## src/rtl/register_queue.sv

```systemverilog
// Elastic register stage: DEPTH-word circular buffer with valid/ready on both
// sides, occupancy/full/empty status and a synchronous flush.
module register_queue #(
    parameter int REGISTER_LENGTH = 32,
    parameter int DEPTH           = 4
) (
    input  logic                         clock,
    input  logic                         reset,
    input  logic                         flush,
    input  logic [REGISTER_LENGTH-1:0]   input_to_register,
    input  logic                         input_valid,
    output logic                         input_ready,
    output logic [REGISTER_LENGTH-1:0]   outputRegister,
    output logic                         output_valid,
    input  logic                         output_ready,
    output logic [$clog2(DEPTH+1)-1:0]   occupancy,
    output logic                         full,
    output logic                         empty
);

    localparam int PTR_W = $clog2(DEPTH);
    localparam int CNT_W = $clog2(DEPTH + 1);
    localparam logic [PTR_W-1:0] LAST_PTR = PTR_W'(DEPTH - 1);
    localparam logic [CNT_W-1:0] FULL_CNT = CNT_W'(DEPTH);

    logic [REGISTER_LENGTH-1:0] mem_r [DEPTH];
    logic [PTR_W-1:0]           wr_ptr_r;
    logic [PTR_W-1:0]           rd_ptr_r;
    logic [CNT_W-1:0]           count_r;
    logic                       push_s;
    logic                       pop_s;

    // Pointers wrap explicitly at DEPTH-1 so non-power-of-two depths work.
    function automatic logic [PTR_W-1:0] next_ptr(input logic [PTR_W-1:0] ptr);
        logic [PTR_W-1:0] nxt;
        if (ptr == LAST_PTR) begin
            nxt = {PTR_W{1'b0}};
        end else begin
            nxt = ptr + PTR_W'(1);
        end
        return nxt;
    endfunction

    // Status and handshakes, all derived from registered state only.
    always_comb begin
        full         = (count_r == FULL_CNT);
        empty        = (count_r == {CNT_W{1'b0}});
        occupancy    = count_r;
        input_ready  = ~full & ~reset;
        output_valid = ~empty;
        push_s       = input_valid & input_ready;
        pop_s        = output_valid & output_ready;
        if (output_valid) begin
            outputRegister = mem_r[rd_ptr_r];
        end else begin
            outputRegister = {REGISTER_LENGTH{1'b0}};
        end
    end

    // Pointer and occupancy state; flush overrides any handshake.
    always_ff @(posedge clock or posedge reset) begin
        if (reset) begin
            wr_ptr_r <= {PTR_W{1'b0}};
            rd_ptr_r <= {PTR_W{1'b0}};
            count_r  <= {CNT_W{1'b0}};
        end else if (flush) begin
            wr_ptr_r <= {PTR_W{1'b0}};
            rd_ptr_r <= {PTR_W{1'b0}};
            count_r  <= {CNT_W{1'b0}};
        end else begin
            if (push_s) begin
                wr_ptr_r <= next_ptr(wr_ptr_r);
            end
            if (pop_s) begin
                rd_ptr_r <= next_ptr(rd_ptr_r);
            end
            case ({push_s, pop_s})
                2'b10:   count_r <= count_r + CNT_W'(1);
                2'b01:   count_r <= count_r - CNT_W'(1);
                default: count_r <= count_r;
            endcase
        end
    end

    // Word storage; cleared by reset but deliberately left intact by flush.
    always_ff @(posedge clock or posedge reset) begin
        if (reset) begin
            for (int i = 0; i < DEPTH; i++) begin
                mem_r[i] <= {REGISTER_LENGTH{1'b0}};
            end
        end else if (push_s && !flush) begin
            mem_r[wr_ptr_r] <= input_to_register;
        end
    end

endmodule

```

## config.mk

```make
export PLATFORM = sky130hd
export DESIGN_NAME = register_queue
export DESIGN_NICKNAME = d
export VERILOG_FILES = /design/src/rtl/register_queue.sv
export SDC_FILE = /design/constraint.sdc
export NUM_CORES = 1
export LEC_CHECK = 0
export CORE_MARGIN = 2
export CORE_UTILIZATION = 53
export CTS_BUF_LIST = sky130_fd_sc_hd__clkbuf_4
export CTS_CLUSTER_SIZE = 16
export DETAILED_ROUTE_END_ITERATION = 8
export PLACE_DENSITY = 0.78
export SLEW_MARGIN = 20
export SYNTH_ARGS = -nofsm -noshare
export SYNTH_HDL_FRONTEND = slang
export SYNTH_SLANG_ARGS = --single-unit
```

## constraint.sdc

```tcl
create_clock -name clock -period 4.38 [get_ports clock]
set_input_delay 1.095 -clock clock [delete_from_list [all_inputs] [get_ports clock]]
set_output_delay 1.095 -clock clock [all_outputs]
set_load 0.005 [all_outputs]
```

Word-level counts from Yosys, hierarchy flattened:

Cells that the tools add are included.

* input bits: 37
* bits in registers: 135
* output and inout bits: 39

* order comparisons: 3
* bitwise logic cells: 8
* reduce and logical (&&, ||, !) cells: 7
* mux-type cells: 15
* add/sub/neg operators: 4
* equal/unequal tests: 5

Operators with widths (number)
* 128-bit bitwise mux: 1
* 32-bit 2-to-1 mux: 4
* 32-bit binary-select mux with 2-bit select: 1
* 32-bit demux with 2-bit select: 1
* 2-bit 2-to-1 mux: 6
* 2-bit == test, second input constant: 3
* 3-bit >= comparator, second input constant: 2
* 2-bit inverter with 3-bit output: 2
* 3-bit one-hot mux with 2 select lines: 1
* 2-bit by 1-bit adder with 2-bit output, second input constant: 2
* 2-bit nonzero test: 2
* 3-bit by 1-bit adder with 3-bit output, second input constant: 1
* 1-bit bitwise AND: 3
* 3-bit == test, second input constant: 1
* 3-bit zero test: 1
* 3-bit by 1-bit less-than comparator with 1-bit output, second input constant: 1
* 3-bit 2-to-1 mux: 1
* 1-bit inverter: 3
* 3-bit nonzero test: 1
* 3-bit by 1-bit subtractor with 3-bit output, second input constant: 1
* 2-bit by 1-bit == test with 1-bit output, second input constant: 1
* 1-bit logical AND: 2
* 1-bit zero test: 1

Depth between registers and ports, before layout:

Gate-level depths: netlist (run 1).

* word-level depth: 7
* mapped depth: 8

Worst setup path before layout (run 1):

No wires, ideal clock.

* path type: input to register
* start point: input port reset
* end point: register count_r[2] (netlist: occupancy[2])
* slack: -408 ps
* arrival time: 4702 ps
* path buffers: 0
* required time: 4294 ps
* stages: 4
* path through: inv_1 -> a311oi_1 -> o21a_1 -> nor3_1

* word-level cells in the longest chain between the ends: 6

Ends and longest elaborated chain
* start: declaration: RTL line 8 `input logic reset,`
* 1-bit inverter (*): RTL line 49 `input_ready = ~full & ~reset;`
* 1-bit bitwise AND (*): RTL line 49
* 1-bit bitwise AND (*): RTL line 51 `push_s = input_valid & input_ready;`
* 2-bit by 1-bit == test with 1-bit output / 2-bit == test (equally long branches): RTL line 77 `case ({push_s, pop_s})`
* 3-bit one-hot mux with 2 select lines: RTL line 77
* 3-bit 2-to-1 mux: RTL line 66 `end else if (flush) begin`
* end signal: assignment: RTL line 65 `count_r <= {CNT_W{1'b0}};`
* end signal: assignment: RTL line 78 `2'b10: count_r <= count_r + CNT_W'(1);`
* end signal: assignment: RTL line 79 `2'b01: count_r <= count_r - CNT_W'(1);`
* end: declaration: RTL line 29 `logic [CNT_W-1:0] count_r;`

Every way passes the cells marked *; elsewhere a longest branch is shown, timed or not.
A chain may end at the register's enable or synchronous reset.

Final worst setup path (run 1):

* start point: register rd_ptr_r[0]
* end point: output port outputRegister[16]

* word-level cells in the longest chain between the ends: 5

Ends and longest elaborated chain
* start: declaration: RTL line 28 `logic [PTR_W-1:0] rd_ptr_r;`
* start signal: assignment: RTL line 64 `rd_ptr_r <= {PTR_W{1'b0}};`
* start signal: assignment: RTL line 68 `rd_ptr_r <= {PTR_W{1'b0}};`
* start signal: assignment: RTL line 75 `rd_ptr_r <= next_ptr(rd_ptr_r);`
* 2-bit inverter with 3-bit output (not written as such): RTL line 54 `outputRegister = mem_r[rd_ptr_r];`
* 32-bit binary-select mux with 2-bit select: RTL line 54
* 32-bit 2-to-1 mux (not written as such) (2 in series): RTL line 54
* 32-bit 2-to-1 mux: RTL line 53 `if (output_valid) begin`
* end: declaration: RTL line 13 `output logic [REGISTER_LENGTH-1:0] outputRegister,`

Every way passes these cells. The select of a mux whose other input is x is not followed.

==> results.md, run 1 <==
- Status: finished, final reports clean
- Initial core utilization: 0.540
- Peak supply drop: 689 uV
- Syn Area/Cell: approximately 17 um^2
- Combinational power share: 0.408
- Area after DPL: between 0.007 and 0.008 mm^2
- Total net switching power: around 1.3 mW
- Initial antenna violation count: 0
- Simple-Gate Fraction of Synth Area: 0.0507
- Worst skew pair latency: around 550 ps
- Worst slew pin tran: approximately 890 ps
- Post-synthesis sequential area ratio: 0.500
- Internal power: ~3.3 mW
- Largest family of logic cells by synthesized area: multiplexers
- WP data required: between 3000 and 4000 ps
- Fmax: 0.259 GHz
- Hold_sp: mem_r[63]
- Synth Area in XOR/XNOR: 0.00130
- Via count: about 3600
- Cts hold-fix bufs: 0
- P_leak: around 3.4 nW
- P&R area growth vs syn: 15.9%
- Reg2reg setup slack: between 2000 and 2500 ps
- Nets: 515
- HP Class: reg2reg
- Final min period: around 3900 ps
- Post-route DRC: 0
- FF+latch count, synth: about 140
- Number of global-route vias before repair: between 3000 and 4000
- Clock network power share: 0.185
- Sequential power share: 0.407
- Maxcap violations: 0
- Final hold violations: 0
- Vias/cell: approximately 5.4
- R2R depth: 6
- Post-synthesis adder-cell area fraction: 0.0122
- CTS Buf Count: 17
- Root Buffer Master: clkbuf_4
- Synth Instances: ~400
- Worst r2r dst: occupancy[2]
- Crit Path Category: reg2out
- Die height: roughly 120 um
- CTS resizes: 0
- WL per Instance: around 20 um
- Ant diodes: 0
- GRT Util Overall: 0.214
- Post-CTS setup buffers: 0
- Min Hold Slack: between 400 and 500 ps
- CTS tree: yes
- Detailed Route WL: 13100 um
- Placed instance count: roughly 630
- Warnings from Yosys: 0
- Slew HR: 0.409
- Htree depth: 4
- FP Rows: between 40 and 50
- Post-route insts no fill: roughly 660
- Post-synthesis compound-gate area fraction: 0.00796
- Setup TNS: 0 ps
- Clock Path Buffers: 2
- Final setup viols: 0
- Clock transition at the registers of the reported paths: 110 ps
- Final HPWL DP: 7700 um
- PwrDens: 584 mW/mm^2
- Routability cong.: 0.740
- Antenna violation net count after detailed routing: 0
- Fraction of layout cells with a size suffix above 1: 0.398
- Fin util: 0.626
- Hold EP: mem_r[63]
- Crit path DAT: between 2000 and 3000 ps
- R2R Path Start: occupancy[2]
- Total core area: approximately 0.013 mm^2
- Cell area after synthesis: between 0.006 and 0.007 mm^2
- Mux cell area share after synthesis: 0.391
- IO buf count: 75
- Critical-path maximum fanout: 18
- Clock skew: around 18 ps
- DR pass1 iterations: 4
- 1st-iter DRT viols: 212
- Worst hold path depth: 1
- Period utilisation layout: 0.880
- Design area: between 0.007 and 0.008 mm^2
- Crit end category: output pin
- Grt ovf: 0
- Die Wd: 117 um
- IO Pins: 76
- Final slew viol count: 0
- Largest net degree at the start of global routing: 65
- Syn Nets: between 400 and 500
- Unique masters post-synth: 27
- Worst Setup Start Kind: flop
- First-pass GRT wire length: around 22000 um
- CTS sink cnt: approximately 140
- Switch share: 0.286
- Die area: between 0.01 and 0.015 mm^2
- RSZ-0062 raised after global routing: no
[logic make-up (layout without fill, tap and decap cells)]
kind of cell               count (synthesis)  in the layout
adders and majority gates                  6              6
and+or+nand+nor                           56             56
AOI/OAI and AO/OA                          8              8
buffers and inverters                     33            116
DFF                                      135            135
xor gates and xnor gates                   1              1
muxes                                    163            163
[worst max path at each step]
stage / start / to
floorplan: reset / occupancy[2]
global placement: reset / input_ready
detailed placement: rd_ptr_r[0] / outputRegister[31]
CTS: rd_ptr_r[0] / outputRegister[16]
global route: rd_ptr_r[0] / outputRegister[16]
finish: rd_ptr_r[0] / outputRegister[16]
[placed cells by master (no fill, tap or decap), types with 3 or more instances in the layout]
cell type / synthesis / routed
nor2_1: 7 / 7
nor2b_1: 33 / 33
clkdlybuf4s50_1: 0 / 75
bufinv_16: 0 / 3
nor3_1: 4 / 3
mux4_2: 32 / 32
clkbuf_4: 0 / 20
nand2b_1: 3 / 3
a21oi_1: 3 / 3
inv_1: 4 / 3
mux2_4: 120 / 120
buf_4: 0 / 3
clkinv_1: 0 / 6
dfrtp_1: 135 / 133
mux2_1: 9 / 9
ha_1: 5 / 5
and2_4: 4 / 4
[power groups by stage]
stage                     clock (mW)  combinational (mW)  sequential [mW]
after floorplan                    0                1.25             1.75
after global placement             0                1.84             1.86
after detailed placement           0                1.88             1.88
after CTS                      0.869                1.89             1.87
after global routing           0.927                2.02             1.91
final                          0.848                1.87             1.86
[cell type report]
class                           count  area [um^2]
Clock buffer                       20          150
Timing Repair Buffer               79          793
Clock inverter                     12          134
Sequential cell                   135         3380
Inverter                            5         23.8
Fill cell                         956         4680
Tap cell                          172          215
Multi-Input combinational cell    234         3140
[per-layer routing]
metal  wire [um]  global-route usage
met5           0                   0
met4         170              0.0769
met3         514              0.0546
met2        6320               0.339
met1        6100               0.291
[registers in the layout, summed over array words and instances, names as in the netlist]
signal     flops
wr_ptr_r       2
rd_ptr_r       2
occupancy      3
mem_r        128
[per-stage QoR]
step           power, mW  worst slack (ps)
2_1_floorplan       2.99               466
3_3_place_gp        3.71              1090
3_5_place_dp        3.76              1060
4_1_cts             4.63               419
5_1_grt             4.86               314
6_report            4.58               526
[critical path, stage by stage, from the launching register on]
cell             delay [ps]
dfrtp_2                 780
buf_12                  280
mux4_2                  520
nor2b_1                 160
clkdlybuf4s50_1         470
[cells in the mapped netlist]
master | n | share of area
dfrtp_1 | 135 | 0.50
mux2_4 | 120 | 0.27
nor2b_1 | 33 | 0.031
mux4_2 | 32 | 0.11
buf_6 | 16 | 0.027
mux2_1 | 9 | 0.015
clkbuf_1 | 8 | 0.0044
nor2_1 | 7 | 0.0039
ha_1 | 5 | 0.0093
and2_4 | 4 | 0.0052
buf_2 | 4 | 0.0030
inv_1 | 4 | 0.0022
nor3_1 | 4 | 0.0030
a21oi_1 | 3 | 0.0022
nand2b_1 | 3 | 0.0028
mux2i_1 | 2 | 0.0030
nand2_1 | 2 | 0.0011
o21ai_0 | 2 | 0.0015
a311oi_1 | 1 | 0.0013
clkinv_2 | 1 | 0.00074
fa_1 | 1 | 0.0030
nor3_2 | 1 | 0.0015
nor4bb_1 | 1 | 0.0015
o21a_1 | 1 | 0.0011
o31ai_2 | 1 | 0.0019
or3b_1 | 1 | 0.0013
xor2_1 | 1 | 0.0013
(Power assumes the default switching activity.)
==> inputs of run 2 (changes only) <==
--- a/config.mk
+++ b/config.mk
@@ -5,7 +5,7 @@
 export SDC_FILE = /design/constraint.sdc
 export NUM_CORES = 1
 export LEC_CHECK = 0
-export CORE_MARGIN = 2
+export CORE_MARGIN = 3
 export CORE_UTILIZATION = 53
 export CTS_BUF_LIST = sky130_fd_sc_hd__clkbuf_4
 export CTS_CLUSTER_SIZE = 16
==> run 2 against run 1 <==
Sequential share of layout area fell by 0.32 points. Worst hold slack got worse by 1.0 ps. Cell count fell by 0.61%. Combinational power barely moved. Design area rose by 0.75%. Wire length rose by 1.3%. Fmax rose by 0.34%. Utilization rose by 1.8 points. Critical path depth did not move. Non-clock buffer count did not move. Via count rose by 0.56%. Largest cell class unchanged.
==> results.md, run 2 (same netlist as run 1, synthesis figures left out) <==
- Initial core utilization: 0.551 (+0.0112)
- Routability cong.: 0.729 (-1.6%)
- IO buf count: 75 (unchanged)
- Crit end category: output pin
- Antenna violation net count after detailed routing: 0 (unchanged)
- Final min period: 3840 ps (-13.0 ps)
- Crit Path Category: reg2out
- Cts hold-fix bufs: 0 (unchanged)
- Clock Path Buffers: 2 (unchanged)
- Total core area: 0.0123 mm^2 (-2.0%)
- Largest net degree at the start of global routing: 136 (+110%)
- Crit path DAT: 2750 ps (about the same)
- Status: finished, final reports clean
- Grt ovf: 0 (unchanged)
- HP Class: reg2reg
- Clock skew: 8.19 ps (-9.69 ps)
- Root Buffer Master: clkbuf_4
- IO Pins: 76 (unchanged)
- Crit path from: rd_ptr_r[0]
- Final hold violations: 0 (unchanged)
- Worst Setup Start Kind: flop
- Worst skew pair latency: 540 ps (about the same)
- Htree depth: 4 (unchanged)
- WL per Instance: 20.3 um (+1.9%)
- Pre-CTS WS: 1060 ps (-4.17 ps)
- Die height: 119 um (+1.7%)
- Vias/cell: 5.51 (+1.2%)
- CTS Buf Count: 17 (unchanged)
- Commonest non-fill, non-tap cells in the layout: dfrtp_1 (133), mux2_4 (120), clkdlybuf4s50_1 (75)
- FP Rows: 40 (-2.4%)
- Final HPWL DP: 7700 um (about the same)
- Initial antenna violation count: 0 (unchanged)
- GRT Util Overall: 0.203 (-0.0110)
- Clock transition at the registers of the reported paths: 110 ps (about the same)
- Detailed Route WL: 13300 um (+1.3%)
- Post-route DRC: 0 (unchanged)
- Worst r2r dst: mem_r[93]
- RSZ-0062 raised after global routing: no
- CTS tree: yes
- Critical-path maximum fanout: 18 (unchanged)
- Min Hold Slack: 497 ps (-1.05 ps)
- 1st-iter DRT viols: 225 (+6.1%)
- Max FFs per register: 128 (unchanged)
- R2R depth: 5 (-1)
- Slew HR: 0.383 (-0.0261)
- Ant diodes: 0 (unchanged)
- CTS resizes: 0 (unchanged)
- Worst slew pin tran: 926 ps (+39.2 ps)
- Nets: 515 (unchanged)
- Maxcap violations: 0 (unchanged)
- Post-CTS setup buffers: 0 (unchanged)
- R2R Path Start: occupancy[0]
- P_leak: 3.46 nW (+0.66%)
- Final slew viol count: 0 (unchanged)
- Setup TNS: 0 ps (unchanged)
- Peak supply drop: 415 uV (-40%)
- Fraction of layout cells with a size suffix above 1: 0.404 (+0.00619)
- Number of global-route vias before repair: 3980 (+0.20%)
- P&R area growth vs syn: 16.7%
- Final setup viols: 0 (unchanged)
- Via count: 3598 (+0.56%)
- PwrDens: 598 mW/mm^2 (+2.3%)
- Die area: 0.0141 mm^2 (+3.4%)
- First-pass GRT wire length: 22300 um (+2.9%)
- Period utilisation layout: 0.877 (-0.00296)
- Top reg by flops: mem_r
- DR pass1 iterations: 4 (unchanged)
- Fmax: 0.260 GHz (+0.34%)
- WP data required: 3280 ps (about the same)
- Most common cell after layout, fill and taps aside: dfrtp_1
- CTS sink cnt: 135 (unchanged)
- Die Wd: 119 um (+1.7%)
- Fin util: 0.644 (+0.0178)
- Reg2reg setup slack: 2080 ps (about the same)
- Critical Path Sink: outputRegister[11]
- PnR worst setup slack: 539 ps (+13.0 ps)
[run 2: changes by cell type in the layout (fill, tap and decap cells not counted)]
cell / change
buf_12: +1
buf_4: -1
bufinv_16: +2
clkbuf_4: -3
clkinv_1: -3
clkinv_2: +2
clkinv_4: -1
clkinvlp_4: +2
inv_6: +1
[run 2: power breakdown]
part	internal [mW]	switching (mW)	total, mW
logic	1.29	0.606	1.89
registers	1.59	0.269	1.86
clock network	0.502	0.462	0.964
total	3.38	1.34	4.72
[run 2: per-stage QoR]
step | cells | cell area, um^2 | total power, mW
2_1_floorplan | 402 | 6760 | 2.99
3_3_place_gp | 621 | 7560 | 3.73
3_5_place_dp | 621 | 7560 | 3.78
4_1_cts | 653 | 7890 | 4.77
5_1_grt | 653 | 7890 | 4.98
6_report | 653 | 7890 | 4.72
[run 2: metal layers]
layer	vias up	track usage	routed length, um
met1	1898	0.284	6100
met3	22	0.0613	674
met4	0	0.0529	155
li1	1589	-	-
met2	89	0.314	6340
met5	-	0	0
[run 2: critical path, cell delays in order (launching register included)]
cell and delay (ps):
dfrtp_2 770, buf_12 280, mux4_2 540, nor2b_1 160, clkdlybuf4s50_1 450
[run 2: worst min-delay path by stage]
stage	depth (start not counted)	end	slack, ps	startpoint
global placement	1	mem_r[93]	460	mem_r[93]
global route	1	mem_r[125]	510	mem_r[125]
detailed placement	1	mem_r[62]	480	mem_r[62]
CTS	1	mem_r[62]	500	mem_r[62]
floorplan	1	mem_r[62]	450	mem_r[62]
finish	1	mem_r[62]	500	mem_r[62]
[run 2: layout make-up]
type	count	area, um^2
fill	892	4370
sequential	135	3380
multi-input combinational	234	3140
timing repair buffer	79	806
tap	168	210
clock inverter	15	208
clock buffer	17	128
inverter	5	23.8
